<file path="config.mk">
export PLATFORM = sky130hd
export DESIGN_NAME = mem_responder
export DESIGN_NICKNAME = d
export VERILOG_FILES = /design/src/rtl/mem_responder_pkg.sv /design/src/rtl/mem_responder_shreg.sv /design/src/rtl/mem_responder.sv
export SDC_FILE = /design/constraint.sdc
export NUM_CORES = 1
export LEC_CHECK = 0
export ABC_CLOCK_PERIOD_IN_PS = 2600
export CORE_MARGIN = 5
export CORE_UTILIZATION = 58
export CTS_BUF_LIST = sky130_fd_sc_hd__clkbuf_8
export DETAILED_ROUTE_END_ITERATION = 10
export MAX_ROUTING_LAYER = met4
export PLACE_DENSITY = 0.87
export SLEW_MARGIN = 20
export SYNTH_ARGS = -nofsm -noshare
export SYNTH_HDL_FRONTEND = slang
export SYNTH_SLANG_ARGS = --single-unit
</file>
<file path="constraint.sdc">
create_clock -name clk -period 2.6 [get_ports clk]
set_input_delay 0.52 -clock clk [delete_from_list [all_inputs] [get_ports clk]]
set_output_delay 0.52 -clock clk [all_outputs]
set_load 0.02 [all_outputs]
</file>
<file path="src/rtl/mem_responder_pkg.sv">
// Shared bus constants for the 2-bit serial CPU<->memory link.
// The CPU-side transmitter uses the same symbol values.
package mem_responder_pkg;

  localparam logic [1:0] BUS_IDLE      = 2'b00;
  localparam logic [1:0] BUS_HDR_READ  = 2'b01;
  localparam logic [1:0] BUS_HDR_WRITE = 2'b10;
  localparam logic [1:0] BUS_HDR_RSVD  = 2'b11;
  localparam logic [1:0] BUS_REPLY_SB  = 2'b01;

endpackage

</file>
<file path="src/rtl/mem_responder_shreg.sv">
// Serial shift register: symbol shift-in at the MSB end,
// shift-out from the LSB end, plus parallel load.
module serial_shreg #(
  parameter int W      = 16,
  parameter int NSHIFT = 2,
  parameter int OUT_W  = W
) (
  input  logic              clk,
  input  logic              reset,
  input  logic              i_load,
  input  logic              i_shift,
  input  logic [W-1:0]      i_din,
  input  logic [NSHIFT-1:0] i_sin,
  output logic [OUT_W-1:0]  o_q
);

  logic [W-1:0] r_q;

  // load wins over shift; shift moves one symbol towards the LSB
  always_ff @(posedge clk) begin
    if (reset) begin
      r_q <= '0;
    end else if (i_load) begin
      r_q <= i_din;
    end else if (i_shift) begin
      r_q <= {i_sin, r_q[W-1:NSHIFT]};
    end
  end

  assign o_q = r_q[OUT_W-1:0];

endmodule

</file>
<file path="src/rtl/mem_responder.sv">
// Memory-side peer of the CPU serial bus: deserializes read/write
// commands, drives a synchronous memory port, serializes read replies.
module mem_responder
  import mem_responder_pkg::*;
#(
  parameter int NSHIFT         = 2,
  parameter int PAYLOAD_CYCLES = 8,
  parameter int REPLY_DELAY    = 2
) (
  input  logic              clk,
  input  logic              reset,
  input  logic [NSHIFT-1:0] tx_pins,
  output logic [NSHIFT-1:0] rx_pins,
  output logic [15:0]       mem_addr,
  output logic              mem_re,
  output logic              mem_we,
  output logic [15:0]       mem_wdata,
  input  logic [15:0]       mem_rdata,
  output logic              busy,
  output logic              protocol_error
);

  localparam int W   = 16;
  localparam int AW  = W - NSHIFT;
  localparam int WCW = $clog2(REPLY_DELAY + 1);

  localparam logic [2:0]     LAST  = 3'(PAYLOAD_CYCLES - 1);
  localparam logic [WCW-1:0] W_CAP = WCW'(1);
  localparam logic [WCW-1:0] W_END = WCW'(REPLY_DELAY - 1);

  typedef enum logic [2:0] {
    S_IDLE,
    S_ADDR,
    S_WDATA,
    S_WRITE,
    S_WAIT,
    S_REPLY_SB,
    S_REPLY
  } state_t;

  state_t r_state;
  state_t w_nstate;

  logic [2:0]        r_cnt;
  logic [WCW-1:0]    r_wcnt;
  logic              r_is_wr;
  logic [NSHIFT-1:0] r_rx;
  logic              r_re;
  logic              r_we;
  logic [15:0]       r_addr;
  logic [15:0]       r_wdata;
  logic              r_perr;

  logic              w_cnt_inc;
  logic              w_op_ld;
  logic              w_ash;
  logic              w_rld;
  logic              w_rsh;
  logic [NSHIFT-1:0] w_rx_nxt;
  logic              w_re_nxt;
  logic              w_we_nxt;
  logic              w_addr_ld;
  logic              w_wd_ld;
  logic              w_perr_nxt;
  logic              w_tx_act;
  logic              w_last;
  logic [AW-1:0]     w_aq;
  logic [W-1:0]      w_sh_next;
  logic [NSHIFT-1:0] w_rsym;

  // Only 7 symbols need storing: the 8th is taken straight off the pins.
  serial_shreg #(.W(AW), .NSHIFT(NSHIFT)) u_cmd_sh (
    .clk     (clk),
    .reset   (reset),
    .i_load  (1'b0),
    .i_shift (w_ash),
    .i_din   ('0),
    .i_sin   (tx_pins),
    .o_q     (w_aq)
  );

  serial_shreg #(.W(W), .NSHIFT(NSHIFT), .OUT_W(NSHIFT)) u_rep_sh (
    .clk     (clk),
    .reset   (reset),
    .i_load  (w_rld),
    .i_shift (w_rsh),
    .i_din   (mem_rdata),
    .i_sin   (BUS_IDLE),
    .o_q     (w_rsym)
  );

  assign w_sh_next = {tx_pins, w_aq};
  assign w_tx_act  = (tx_pins != BUS_IDLE);
  assign w_last    = (r_cnt == LAST);

  // next-state and per-cycle control decode
  always_comb begin
    w_nstate   = r_state;
    w_cnt_inc  = 1'b0;
    w_op_ld    = 1'b0;
    w_ash      = 1'b0;
    w_rld      = 1'b0;
    w_rsh      = 1'b0;
    w_rx_nxt   = BUS_IDLE;
    w_re_nxt   = 1'b0;
    w_we_nxt   = 1'b0;
    w_addr_ld  = 1'b0;
    w_wd_ld    = 1'b0;
    w_perr_nxt = 1'b0;
    unique case (r_state)
      S_IDLE: begin
        if (tx_pins == BUS_HDR_READ ||
            tx_pins == BUS_HDR_WRITE) begin
          w_op_ld  = 1'b1;
          w_nstate = S_ADDR;
        end else if (tx_pins == BUS_HDR_RSVD) begin
          w_perr_nxt = 1'b1;
        end
      end
      S_ADDR: begin
        w_ash     = 1'b1;
        w_cnt_inc = 1'b1;
        if (w_last) begin
          w_addr_ld = 1'b1;
          w_re_nxt  = !r_is_wr;
          w_nstate  = r_is_wr ? S_WDATA : S_WAIT;
        end
      end
      S_WDATA: begin
        w_ash     = 1'b1;
        w_cnt_inc = 1'b1;
        if (w_last) begin
          w_wd_ld  = 1'b1;
          w_we_nxt = 1'b1;
          w_nstate = S_WRITE;
        end
      end
      S_WRITE: begin
        w_perr_nxt = w_tx_act;
        w_nstate   = S_IDLE;
      end
      S_WAIT: begin
        w_perr_nxt = w_tx_act;
        w_rld      = (r_wcnt == W_CAP);
        if (r_wcnt == W_END) begin
          w_rx_nxt = BUS_REPLY_SB;
          w_nstate = S_REPLY_SB;
        end
      end
      S_REPLY_SB: begin
        w_perr_nxt = w_tx_act;
        w_rx_nxt   = w_rsym;
        w_rsh      = 1'b1;
        w_nstate   = S_REPLY;
      end
      S_REPLY: begin
        w_perr_nxt = w_tx_act;
        w_cnt_inc  = 1'b1;
        if (w_last) begin
          w_nstate = S_IDLE;
        end else begin
          w_rx_nxt = w_rsym;
          w_rsh    = 1'b1;
        end
      end
      default: w_nstate = S_IDLE;
    endcase
  end

  // state, counters and registered outputs
  always_ff @(posedge clk) begin
    if (reset) begin
      r_state <= S_IDLE;
      r_cnt   <= '0;
      r_wcnt  <= '0;
      r_is_wr <= 1'b0;
      r_rx    <= BUS_IDLE;
      r_re    <= 1'b0;
      r_we    <= 1'b0;
      r_addr  <= '0;
      r_wdata <= '0;
      r_perr  <= 1'b0;
    end else begin
      r_state <= w_nstate;
      r_cnt   <= w_cnt_inc ? r_cnt + 3'd1 : r_cnt;
      r_wcnt  <= (r_state == S_WAIT) ? r_wcnt + WCW'(1) : '0;
      if (w_op_ld) begin
        r_is_wr <= (tx_pins == BUS_HDR_WRITE);
      end
      r_rx   <= w_rx_nxt;
      r_re   <= w_re_nxt;
      r_we   <= w_we_nxt;
      r_perr <= w_perr_nxt;
      if (w_addr_ld) begin
        r_addr <= w_sh_next;
      end
      if (w_wd_ld) begin
        r_wdata <= w_sh_next;
      end
    end
  end

  assign rx_pins        = r_rx;
  assign mem_addr       = r_addr;
  assign mem_re         = r_re;
  assign mem_we         = r_we;
  assign mem_wdata      = r_wdata;
  assign protocol_error = r_perr;
  assign busy           = (r_state != S_IDLE);

endmodule

</file>
# Yosys cells after proc, flatten, opt, wreduce, memory -nomap -nowiden
# Index checks and enable logic that the tools add are counted.
dict set report classes {
  n_mux 25
  n_lt_le_gt_ge 0
  shifts 0
  div_mod_pow 0
  reduce_logical 12
  n_mul 0
  n_bitwise 3
  n_eq_ne 16
  n_addsub 2
}
# cell n
set ops {}
lappend ops {{$mux 16} 2}
lappend ops {{$mux 3} 6}
lappend ops {{$pmux 3 s6} 1}
lappend ops {{$eq 3x3->1 const B} 4}
lappend ops {{$mux 1} 12}
lappend ops {{$ne 2x2->1 const B} 5}
lappend ops {{$eq 3x2->1 const B} 2}
lappend ops {{$pmux 2 s3} 1}
lappend ops {{$reduce_or 3->1} 2}
lappend ops {{$reduce_and 5->1} 1}
lappend ops {{$eq 2x1->1 const B} 2}
lappend ops {{$eq 2x2->1 const B} 2}
lappend ops {{$pmux 1 s2} 2}
lappend ops {{$reduce_bool 2->1} 2}
lappend ops {{$reduce_or 2->1} 2}
lappend ops {{$reduce_or 4->1} 1}
lappend ops {{$add 3x1->3 const B} 1}
lappend ops {{$eq 3x1->1 const B} 1}
lappend ops {{$logic_not 3->1} 1}
lappend ops {{$not 1->1} 3}
lappend ops {{$reduce_bool 3->1} 1}
lappend ops {{$add 2x1->2 const B} 1}
lappend ops {{$mux 2} 1}
lappend ops {{$logic_not 1->1} 1}
lappend ops {{$logic_or 1x1->1} 1}
dict set report totals {
  out_inout_bits 38
  ramBits 0
  wordCells 70
  regBits 76
  latchBits 0
  n_memories 0
  in_bits 20
  mem_bits_ro 0
}

# Longest topological paths before layout
# Gate-level depths: netlist of run 1.
dict set report depth {
  ltp_word 5
  mapped_depth 8
}

# Hierarchy
# From an unflattened synthesis of run 1, not the netlist that was laid out.
dict set report hier_totals {
  cells_unflattened 362
  hier_area_um2 3417.0
}
# module seq_area_each_um2 cells_per_inst n_inst area_each_um2
set modules_own_cells {}
lappend modules_own_cells {mem_responder 920.9 227 1 1936.9}
lappend modules_own_cells {{serial_shreg at u_rep_sh} 320.3 73 1 820.8}
lappend modules_own_cells {{serial_shreg at u_cmd_sh} 280.3 62 1 659.4}

# Worst setup path after synthesis of run 1
# No wires, ideal clock.
dict set report synth_timing {
  path_type {flip-flop to flip-flop}
  startpoint {register r_cnt[0]}
  endpoint {register u_rep_sh.r_q[4]}
  arrival_time_ns 1.530
  path_buffers 2
  period_less_slack_ns 1.672
  path_stages_with_launch 8
  setup_slack_ns 0.928
  path_cell_list {dfxtp_1 ha_1 ha_1 nand2b_1 o22ai_1 buf_2 buf_4 a211oi_1}
}
dict set report synth_via {
  elab_chain_len 4
}
# element line_no
set synth_rtl {}
lappend synth_rtl {{start, declared} mem_responder.sv:44} ;# logic [2:0] r_cnt;
lappend synth_rtl {{start signal, assigned} mem_responder.sv:185} ;# r_cnt <= w_cnt_inc ? r_cnt + 3'd1 : r_cnt;
lappend synth_rtl {{$eq 3x3->1} mem_responder.sv:94} ;# assign w_last = (r_cnt == LAST);
lappend synth_rtl {{$mux 1} mem_responder.sv:159} ;# if (w_last) begin
lappend synth_rtl {{$pmux 1 s2} mem_responder.sv:110} ;# unique case (r_state)
lappend synth_rtl {{$reduce_bool 2->1 (no line)} n/a}
lappend synth_rtl {{end signal, assigned} mem_responder_shreg.sv:24} ;# r_q <= i_din;
lappend synth_rtl {{end signal, assigned} mem_responder_shreg.sv:26} ;# r_q <= {i_sin, r_q[W-1:NSHIFT]};
lappend synth_rtl {{end, declared} mem_responder_shreg.sv:17} ;# logic [W-1:0] r_q;
# No other way between the ends.
# A chain may end at the register's enable or synchronous reset.

# Worst setup path after layout of run 1
dict set report layout_timing {
  startpoint {register r_state[0]}
  endpoint {output port busy}
}
dict set report layout_via {
  elab_chain_len 1
}
# element line_no
set layout_rtl {}
lappend layout_rtl {{start, declared} mem_responder.sv:41} ;# state_t r_state;
lappend layout_rtl {{start signal, assigned} mem_responder.sv:184} ;# r_state <= w_nstate;
lappend layout_rtl {{$reduce_bool 3->1} mem_responder.sv:209} ;# assign busy = (r_state != S_IDLE);
lappend layout_rtl {{end, declared} mem_responder.sv:19} ;# output logic busy,
# No other way between the ends.

==> results of run 1 <==
[state kept, by name, indices dropped and copies added, names as in the netlist]
signal and count:
mem_addr 16, mem_re 1, mem_wdata 16, mem_we 1, protocol_error 1, r_cnt 3, r_is_wr 1, r_state 3
r_wcnt 2, rx_pins 2, u_cmd_sh.o_q 14, u_rep_sh.r_q 16
[layout make-up]
cell class	count	area [um^2]
flip-flops and latches	76	1520
multi-input cells	235	1440
fillers	382	1330
repair buffers	63	611
clock buffers	9	124
well taps	70	87.6
clock inverters	7	45.0
inverters	6	22.5
[metrics by stage]
| stage | cell area (um^2) | std cells | total power (uW) | utilization [%] | worst slack [ps] |
|---|---|---|---|---|---|
| global placement | 3680 | 450 | 1370 | 71.1 | 472 |
| CTS | 3850 | 466 | 2130 | 74.4 | 261 |
| detailed placement | 3680 | 450 | 1380 | 71.1 | 399 |
| finish | 3850 | 466 | 2120 | 74.4 | 247 |
| floorplan | 3120 | 342 | 1330 | - | 928 |
| global route | 3850 | 466 | 2210 | 74.4 | 160 |
[power by group through the flow]
| stage | logic, uW | clock network (uW) | registers, uW |
|---|---|---|---|
| 2_1_floorplan | 115 | 0 | 1210 |
| 3_3_place_gp | 149 | 0 | 1220 |
| 3_5_place_dp | 152 | 0 | 1220 |
| 4_1_cts | 153 | 780 | 1200 |
| 5_1_grt | 165 | 842 | 1200 |
| 6_report | 152 | 773 | 1200 |
[how the worst min path moves through the flow]
stage,startpoint,end,slack (ps),cells after the start
CTS,r_wcnt[0],r_wcnt[0],430,1
global route,r_wcnt[0],r_wcnt[0],460,1
global placement,r_wcnt[0],r_wcnt[0],420,1
finish,r_wcnt[0],r_wcnt[0],430,1
floorplan,r_wcnt[0],r_wcnt[0],410,1
detailed placement,r_wcnt[0],r_wcnt[0],420,1
[worst max-delay path: cells and delay by family, from the launching register on]
family	cells	cell delay, ps
and+or+nand+nor	1	200
buffers and inverters	1	590
DFF	1	690
[routing by layer]
layer	up-vias	GRT usage, %	wire (um)
li1	1245	-	-
met1	1196	23.1	2830
met2	66	33.1	3260
met3	18	3.86	310
met4	0	10.5	178
met5	-	-	0
[cells in the final DEF, fill, tap and decap left out, drive strengths merged, types with 2 or more instances in the layout]
cell	count
nor2	42
clkinvlp	3
nand2	69
nand2b	7
clkinv	3
o21a	2
clkdlybuf4s50	56
inv	7
ha	7
nor2b	2
clkbuf	9
o22ai	2
dfxtp	76
a21oi	40
o22a	2
nor3	2
buf	7
mux2i	30
a211oi	14
nor4	2
[kinds of logic after synthesis]
family,synth area share [%]
xor gates and xnor gates,0.281
muxes,9.98
adders and majority gates,2.81
AOI/OAI and AO/OA,13.8
and+or+nand+nor,18.9
buffers and inverters,5.45
DFF,48.8
==> metrics.md, run 1 <==
| Metric | Value |
|---|---|
| Status | finished clean |
| # nets final | roughly 420 |
| Gpl congestion | about 0.84 |
| Post-synth EDFFs | 0 |
| Worst Setup EP | busy |
| Dpl hpwl | 4420 um |
| Overflow left after global routing | 0 |
| Row count | 26 |
| Hold Path Class | reg -> reg |
| CP Cell Sequence | or3_1, clkdlybuf4s50_1 |
| Yosys reg bits | 76 |
| Min Tclk post-route | roughly 2400 ps |
| Core region area | about 5200 um^2 |
| Root buf cell | clkbuf_8 |
| Crit-path max cell delay | 690 ps |
| Maximum capacitance violations | 0 |
| Peak VDD IR | 0.354 mV |
| Yosys top cell area share | 48.8% |
| Clock buffer depth | 2 |
| Synth-to-Final Area Change | 23.3% |
| R2R depth | 4 |
| Ratio of cells with drive above 1 in the final layout | 9.34% |
| Switch share | 24.8% |
| Cell Pwr Density | approximately 550 nW/um^2 |
| Post-synth top flop | dfxtp_1 |
| Number of warning messages in the yosys log | 0 |
| First drt pass iteration count | 4 |
| # resized after CTS | 0 |
| Comb pwr share | under 10% |
| # port buffers | 57 |
| Starting density of the core | 60.3% |
| Most common cell in the netlist | dfxtp_1 |
| Routed wire length | 6580 um |
| Worst-path fanout max | 16 |
| Post-Syn Instances | about 340 |
| I/O pin total | 58 |
| Crit path DAT | roughly 1800 ps |
| H-Tree Depth | 3 |
| Hold Violations, Final | 0 |
| Synth area leader | dfxtp_1 |
| WHS | 430 ps |
| CTS tree | built |
| DR WL/cell | 14.1 um |
| Antenna diodes | 0 |
| Max frequency | 425 MHz |
| Synth cell types | 38 |
| Net Sw Power | 526 uW |
| Mean post-synth cell area | 9.12 um^2 |
| Die area | 6950 um^2 |
| Post-route ant nets | 0 |
| Vias | 2525 |
| Synth top area cells | dfxtp_1 (49%), mux2i_1 (9.6%), nand2_1 (8.2%) |
| Static Leakage | approximately 0.0013 uW |
| Antenna violations before repair | 0 |
| All-Layer GR Usage | 20.1% |
| Internal cell power | roughly 1600 uW |
| Synth cell count leaders | dfxtp_1 (76), nand2_1 (68), nor2_1 (42) |
| Syn Std Cell Area | 3120 um^2 |
| CTS buffer count | 9 |
| First-pass GRT wire length | 11100 um |
| Setup TNS | 0 ps |
| Vias in the first global route | 2435 |
| Worst r2r src | r_state[0] |
| Slew HR | 53.9% |
| CP required | approximately 2100 ps |
| Largest net degree at the start of global routing | 36 |
| Post-CTS setup buffers | 0 |
| CTS Hold Bufs | 0 |
| Clk slew on worst S/H paths | roughly 80 ps |
| CP Launch Type | register |
| RSZ-0062 raised after global routing | false |
| Final setup fails | 0 |
| Worst setup path start | r_state[0] |
| Slowest CP cell | dfxtp_1 |
| Via density per instance | 5.42 |
| Fraction of registers with async set/reset | 0% |
| Chip Height | 83.4 um |
| Die width | 83.4 um |
| Setup CP Type | reg -> out |
| Worst Skew | 8.14 ps |
| Clock share of power | 36.4% |
| Synthesized Nets | 369 |
| Critical Path Sink Type | output pin |
| Sequential area share after synthesis | 48.8% |
| Clock latency on the worst-skew pair | around 350 ps |
| Power share of the sequential group | ~56% |
| CTS sink count | 76 |
| Setup slack, reg-to-reg | 550 ps |
| Max Slew Vio Count | 0 |
| Final worst-path cycle share | 90.5% |
| Drc violations | 0 |
| Detailed Route Iter0 Violations | 137 |
| FF-to-FF End | u_cmd_sh.o_q[8] |
| Worst-margin pin slew | 689 ps |
Note: power is estimated with default switching activity, not from simulation.
==> run 2, diff against run 1 <==
--- a/config.mk
+++ b/config.mk
@@ -5,6 +5,7 @@
 export SDC_FILE = /design/constraint.sdc
 export NUM_CORES = 1
 export LEC_CHECK = 0
+export ABC_AREA = 1
 export ABC_CLOCK_PERIOD_IN_PS = 2600
 export CORE_MARGIN = 5
 export CORE_UTILIZATION = 58
==> metrics.md, run 2 <==
| Metric | Value |
|---|---|
| Status | finished clean |
| Critical Path Sink Type | output pin |
| Via density per instance | 5.25 |
| Starting density of the core | 59.6% |
| Fraction of registers with async set/reset | 0% |
| Synthesized Nets | approximately 460 |
| CTS buffer count | 9 |
| CTS Hold Bufs | 0 |
| Vias | about 2.9k |
| Worst-margin pin slew | 542 ps |
| Die width | roughly 85 um |
| Area occupied by multi-input gates | 1480 um^2 |
| R2R depth | 6 |
| Register Area | 1520 um^2 |
| Max Slew Vio Count | 0 |
| Post-synth EDFFs | 0 |
| Routed wire length | 7750 um |
| Crit path DAT | 1800 ps |
| Final setup fails | 0 |
| Core region area | 5510 um^2 |
| Yosys top cell area share | 46.3% |
| Commonest cells after routing, fill and taps aside | nor2_1 (89), dfxtp_1 (76), nand2_1 (72), clkdlybuf4s50_1 (57), o21ai_0 (52) |
| DP Area | 3850 um^2 |
| Setup TNS | 0 ps |
| Cell Pwr Density | 910 nW/um^2 |
| FF-to-FF End | u_cmd_sh.o_q[8] |
| Synth cell types | 29 |
| Drc violations | 0 |
| RSZ-0062 raised after global routing | false |
| CP Cell Sequence | nor3_1, inv_1, clkdlybuf4s50_1 |
| Slowest CP cell | dfxtp_1 |
| Chip Height | roughly 85 um |
| Crit-path max cell delay | 600 ps |
| Worst-path fanout max | 11 |
| Root buf cell | clkbuf_8 |
| First drt pass iteration count | 4 |
| Sequential area share after synthesis | between 40% and 50% |
| Synth cell count leaders | nor2_1 (89), dfxtp_1 (76), nand2_1 (72) |
| Vias in the first global route | 2923 |
| CP Launch Type | register |
| Antenna violations before repair | 0 |
| Hold Path Class | reg -> reg |
| H-Tree Depth | 3 |
| Synth area leader | dfxtp_1 |
| Clock buffer depth | 2 |
| Static Leakage | between 0.0015 and 0.002 uW |
| Antenna diodes | 0 |
| DR WL/cell | 13.9 um |
| Post-CTS setup buffers | 0 |
| Maximum capacitance violations | 0 |
| Setup CP Type | reg -> out |
| Setup slack, reg-to-reg | 550 ps |
| Final Cell Area | approximately 4000 um^2 |
| Synth top area cells | dfxtp_1 (46%), nor2_1 (10%), nand2_1 (8.2%) |
| Overflow left after global routing | 0 |
| Clock latency on the worst-skew pair | 340 ps |
| Post-synth top flop | dfxtp_1 |
| Gpl congestion | 0.825 |
| Final worst-path cycle share | about nine tenths |
| CTS tree | built |
| Hold Violations, Final | 0 |
| Peak VDD IR | 0.666 mV |
| Row count | 27 |
| Detailed Route Iter0 Violations | 171 |
| Max frequency | around 430 MHz |
| # resized after CTS | 0 |
| Final Util | 73.3% |
| Die area | around 7300 um^2 |
| # port buffers | 57 |
| Commonest non-fill, non-tap cell in the layout | nor2_1 |
| Post-route ant nets | 0 |
| Syn Std Cell Area | 3280 um^2 |
| Clk slew on worst S/H paths | 80 ps |
| Slew HR | 63.8% |
| Design Power | 3670 uW |
| # nets final | 508 |
| I/O pin total | 58 |
| Largest net degree at the start of global routing | 68 |
| Filler Cell Count | 416 |
| Mean post-synth cell area | 7.62 um^2 |
| Worst setup path start | r_state[2] |
| Yosys reg bits | 76 |
| WHS | between 400 and 500 ps |
| Dpl hpwl | 5080 um |
| Most common cell in the netlist | nor2_1 |
| Hold-critical path depth | 1 |
| CP required | 2080 ps |
| Worst Setup EP | busy |
| Ratio of cells with drive above 1 in the final layout | 8.02% |
| Post-Syn Instances | 431 |
| CTS sink count | 76 |
| Min Tclk post-route | between 2000 and 2500 ps |
| Worst Skew | between 10 and 15 ps |
| Synth-to-Final Area Change | 23.0% |
| Worst r2r src | r_state[2] |
| All-Layer GR Usage | between 20% and 30% |
| Number of warning messages in the yosys log | 0 |
| First-pass GRT wire length | 13300 um |
==> run 2: worst min-delay path by stage <==
stage | startpoint | endpoint
2_1_floorplan | r_wcnt[0] | r_wcnt[0]
3_3_place_gp | r_wcnt[0] | r_wcnt[0]
3_5_place_dp | r_wcnt[0] | r_wcnt[0]
4_1_cts | r_wcnt[0] | r_wcnt[0]
5_1_grt | r_wcnt[0] | r_wcnt[0]
6_report | r_wcnt[0] | r_wcnt[0]
==> run 2: worst max-delay path, delay by kind of cell, from the launching register on <==
family	cells	cell delay [ps]
DFF	1	600
buffers and inverters	2	700
and+or+nand+nor	1	150
==> run 2: report_power, final <==
group	switching [uW]	total (uW)	internal, uW
Sequential	172	1550	1370
Clock	425	864	439
Combinational	804	1260	459
Total	1400	3670	2270
==> run 2: stage by stage <==
stage	std cells	worst slack (ps)
after floorplan	431	1160
after global placement	542	578
after detailed placement	542	472
after CTS	558	295
after global routing	558	213
final	558	284
==> run 2: layer usage <==
| layer | global-route usage [%] | vias to the layer above | wire, um |
|---|---|---|---|
| met5 | - | - | 0 |
| met4 | 10.1 | 0 | 176 |
| met3 | 4.56 | 17 | 465 |
| met2 | 37.6 | 110 | 3690 |
| met1 | 27.2 | 1330 | 3420 |
| li1 | - | 1471 | - |
==> run 2: cells by family (layout without fill, tap and decap cells) <==
group	Yosys count	count (layout)	synth area share (%)
fa+ha+maj	7	7	2.67
flops	76	76	46.3
buf+inv	59	114	8.76
simple gates	203	203	28.5
compound gates	86	86	13.8
==> run 2: cell type report <==
| type | instances | area share, % |
|---|---|---|
| sequential | 76 | 37.7 |
| multi-input combinational | 296 | 36.5 |
| timing repair buffer | 62 | 15.4 |
| inverter | 36 | 3.47 |
| clock buffer | 9 | 3.07 |
| tap | 72 | 2.23 |
| clock inverter | 7 | 1.67 |
==> run 3, diff against run 2 <==
--- a/config.mk
+++ b/config.mk
@@ -6,13 +6,13 @@
 export NUM_CORES = 1
 export LEC_CHECK = 0
 export ABC_AREA = 1
-export ABC_CLOCK_PERIOD_IN_PS = 2600
+export ABC_CLOCK_PERIOD_IN_PS = 2400
 export CORE_MARGIN = 5
-export CORE_UTILIZATION = 58
+export CORE_UTILIZATION = 54
 export CTS_BUF_LIST = sky130_fd_sc_hd__clkbuf_8
 export DETAILED_ROUTE_END_ITERATION = 10
 export MAX_ROUTING_LAYER = met4
-export PLACE_DENSITY = 0.87
+export PLACE_DENSITY = 0.82
 export SLEW_MARGIN = 20
 export SYNTH_ARGS = -nofsm -noshare
 export SYNTH_HDL_FRONTEND = slang
==> constraint.sdc (replaced) <==
create_clock -name clk -period 2.4 [get_ports clk]
set_input_delay 0.48 -clock clk [delete_from_list [all_inputs] [get_ports clk]]
set_output_delay 0.48 -clock clk [all_outputs]
set_load 0.02 [all_outputs]
==> metrics.md, run 3 (synthesized netlist as in run 2, its figures left out) <==
| Metric | Value |
|---|---|
| # resized after CTS | 0 |
| Final worst-path cycle share | 90.2% |
| H-Tree Depth | 3 |
| Dpl hpwl | 4920 um |
| Antenna violations before repair | 0 |
| Net Sw Power | 1490 uW |
| Synth-to-Final Area Change | 26.5% |
| # port buffers | 57 |
| Vias in the first global route | 2752 |
| Commonest non-fill, non-tap cell in the layout | nor2_1 |
| Static Leakage | 0.00182 uW |
| First drt pass iteration count | 4 |
| Clock share of power | 31.6% |
| Clk slew on worst S/H paths | 70 ps |
| Peak VDD IR | 0.660 mV |
| Final Util | between 70% and 80% |
| Slew HR | 68.9% |
| Post-route ant nets | 0 |
| CTS Hold Bufs | 0 |
| Largest net degree at the start of global routing | 68 |
| Min Tclk post-route | between 2000 and 2500 ps |
| Core region area | 5920 um^2 |
| CTS sink count | 76 |
| Clock buffer depth | 2 |
| Routed wire length | 7410 um |
| Cell Pwr Density | 1060 nW/um^2 |
| Hold Violations, Final | 0 |
| Gpl congestion | 0.809 |
| Final setup fails | 0 |
| Max Slew Vio Count | 0 |
| Worst-margin pin slew | 466 ps |
| Hold Path Class | reg -> reg |
| Worst-path fanout max | 7 |
| Setup slack, reg-to-reg | ~620 ps |
| Post-CTS setup buffers | 0 |
| Comb pwr share | 30.7% |
| # nets final | 509 |
| CTS buffer count | 9 |
| Crit path DAT | 1690 ps |
| RSZ-0062 raised after global routing | false |
| Max frequency | 462 MHz |
| Setup CP Type | reg -> out |
| Critical Path Sink Type | output pin |
| Via density per instance | a little over 5 |
| Maximum capacitance violations | 0 |
| CTS tree | built |
| Overflow left after global routing | 0 |
| All-Layer GR Usage | 20.9% |
| Starting density of the core | 55.5% |
| Design Power | 4410 uW |
| Die area | just under 8000 um^2 |
| Commonest cells after routing, fill and taps aside | nor2_1 (89), dfxtp_1 (76), nand2_1 (72), clkdlybuf4s50_1 (57), o21ai_0 (52) |
| Worst Skew | between 10 and 15 ps |
| Antenna diodes | 0 |
| Switch share | 33.7% |
| I/O pin total | between 50 and 60 |
| Vias | 2874 |
| Root buf cell | clkbuf_8 |
| Chip Height | around 88 um |
| Power share of the sequential group | 37.7% |
| CP required | 1920 ps |
| Detailed Route Iter0 Violations | 200 |
| Drc violations | 0 |
| First-pass GRT wire length | 12300 um |
| Internal cell power | 2930 uW |
| Setup TNS | 0 ps |
| Status | finished clean |
| Ratio of cells with drive above 1 in the final layout | 8.42% |
| DR WL/cell | 13.2 um |
| Clock latency on the worst-skew pair | roughly 350 ps |
| Die width | 88.0 um |
| CP Launch Type | register |
| Row count | 28 |
-- run 3: cell count changes in the layout (fill, tap and decap cells not counted) --
cell	delta
clkinvlp_4	-2
inv_1	-1
inv_6	-1
clkbuf_8	+1
bufinv_16	+4
buf_4	+1
clkinv_2	-2
clkinv_4	+1
-- run 3: area by class of cell --
class,count,area [um^2]
well taps,75,93.8
clock inverters,6,159
fillers,465,1770
inverters,36,140
repair buffers,63,628
flip-flops and latches,76,1520
clock buffers,10,138
multi-input cells,296,1480
-- run 3: final timing paths --
| kind | end | depth (start not counted) | startpoint |
|---|---|---|---|
| hold reg to reg | r_wcnt[0] | 1 | r_wcnt[0] |
| setup / recovery | busy | 3 | r_state[2] |
| hold / removal | r_wcnt[0] | 1 | r_wcnt[0] |
| setup reg to reg | u_cmd_sh.o_q[9] | 7 | r_state[2] |
-- run 3: layer usage --
metal,global-route usage (%),part of all wire [%],up-vias
li1,-,-,1475
met1,24.3,46,1287
met5,-,0,-
met4,9.62,2.1,0
met2,34.6,46,96
met3,4.33,5.8,16
-- run 3: critical path: stages (launching register included) --
cell and delay, ps:
dfxtp_1 390, nor3_1 300, inv_1 100, clkdlybuf4s50_1 550
-- run 3: per-stage QoR --
step                      std cells  hold WS [ps]  instance area [um^2]  worst slack (ps)
after floorplan                 431           403                  3280              1000
after global placement          546           413                  3860               433
after detailed placement        546           424                  3860               300
after CTS                       562           435                  4160               226
after global routing            562           462                  4160               155
final                           562           429                  4160               235
-- run 3: power groups by stage --
stage | sequential (uW) | clock, uW | combinational (uW)
floorplan | 1630 | 0 | 1130
global placement | 1680 | 0 | 1290
detailed placement | 1680 | 0 | 1340
CTS | 1660 | 1410 | 1350
global route | 1690 | 1470 | 1550
finish | 1660 | 1390 | 1360
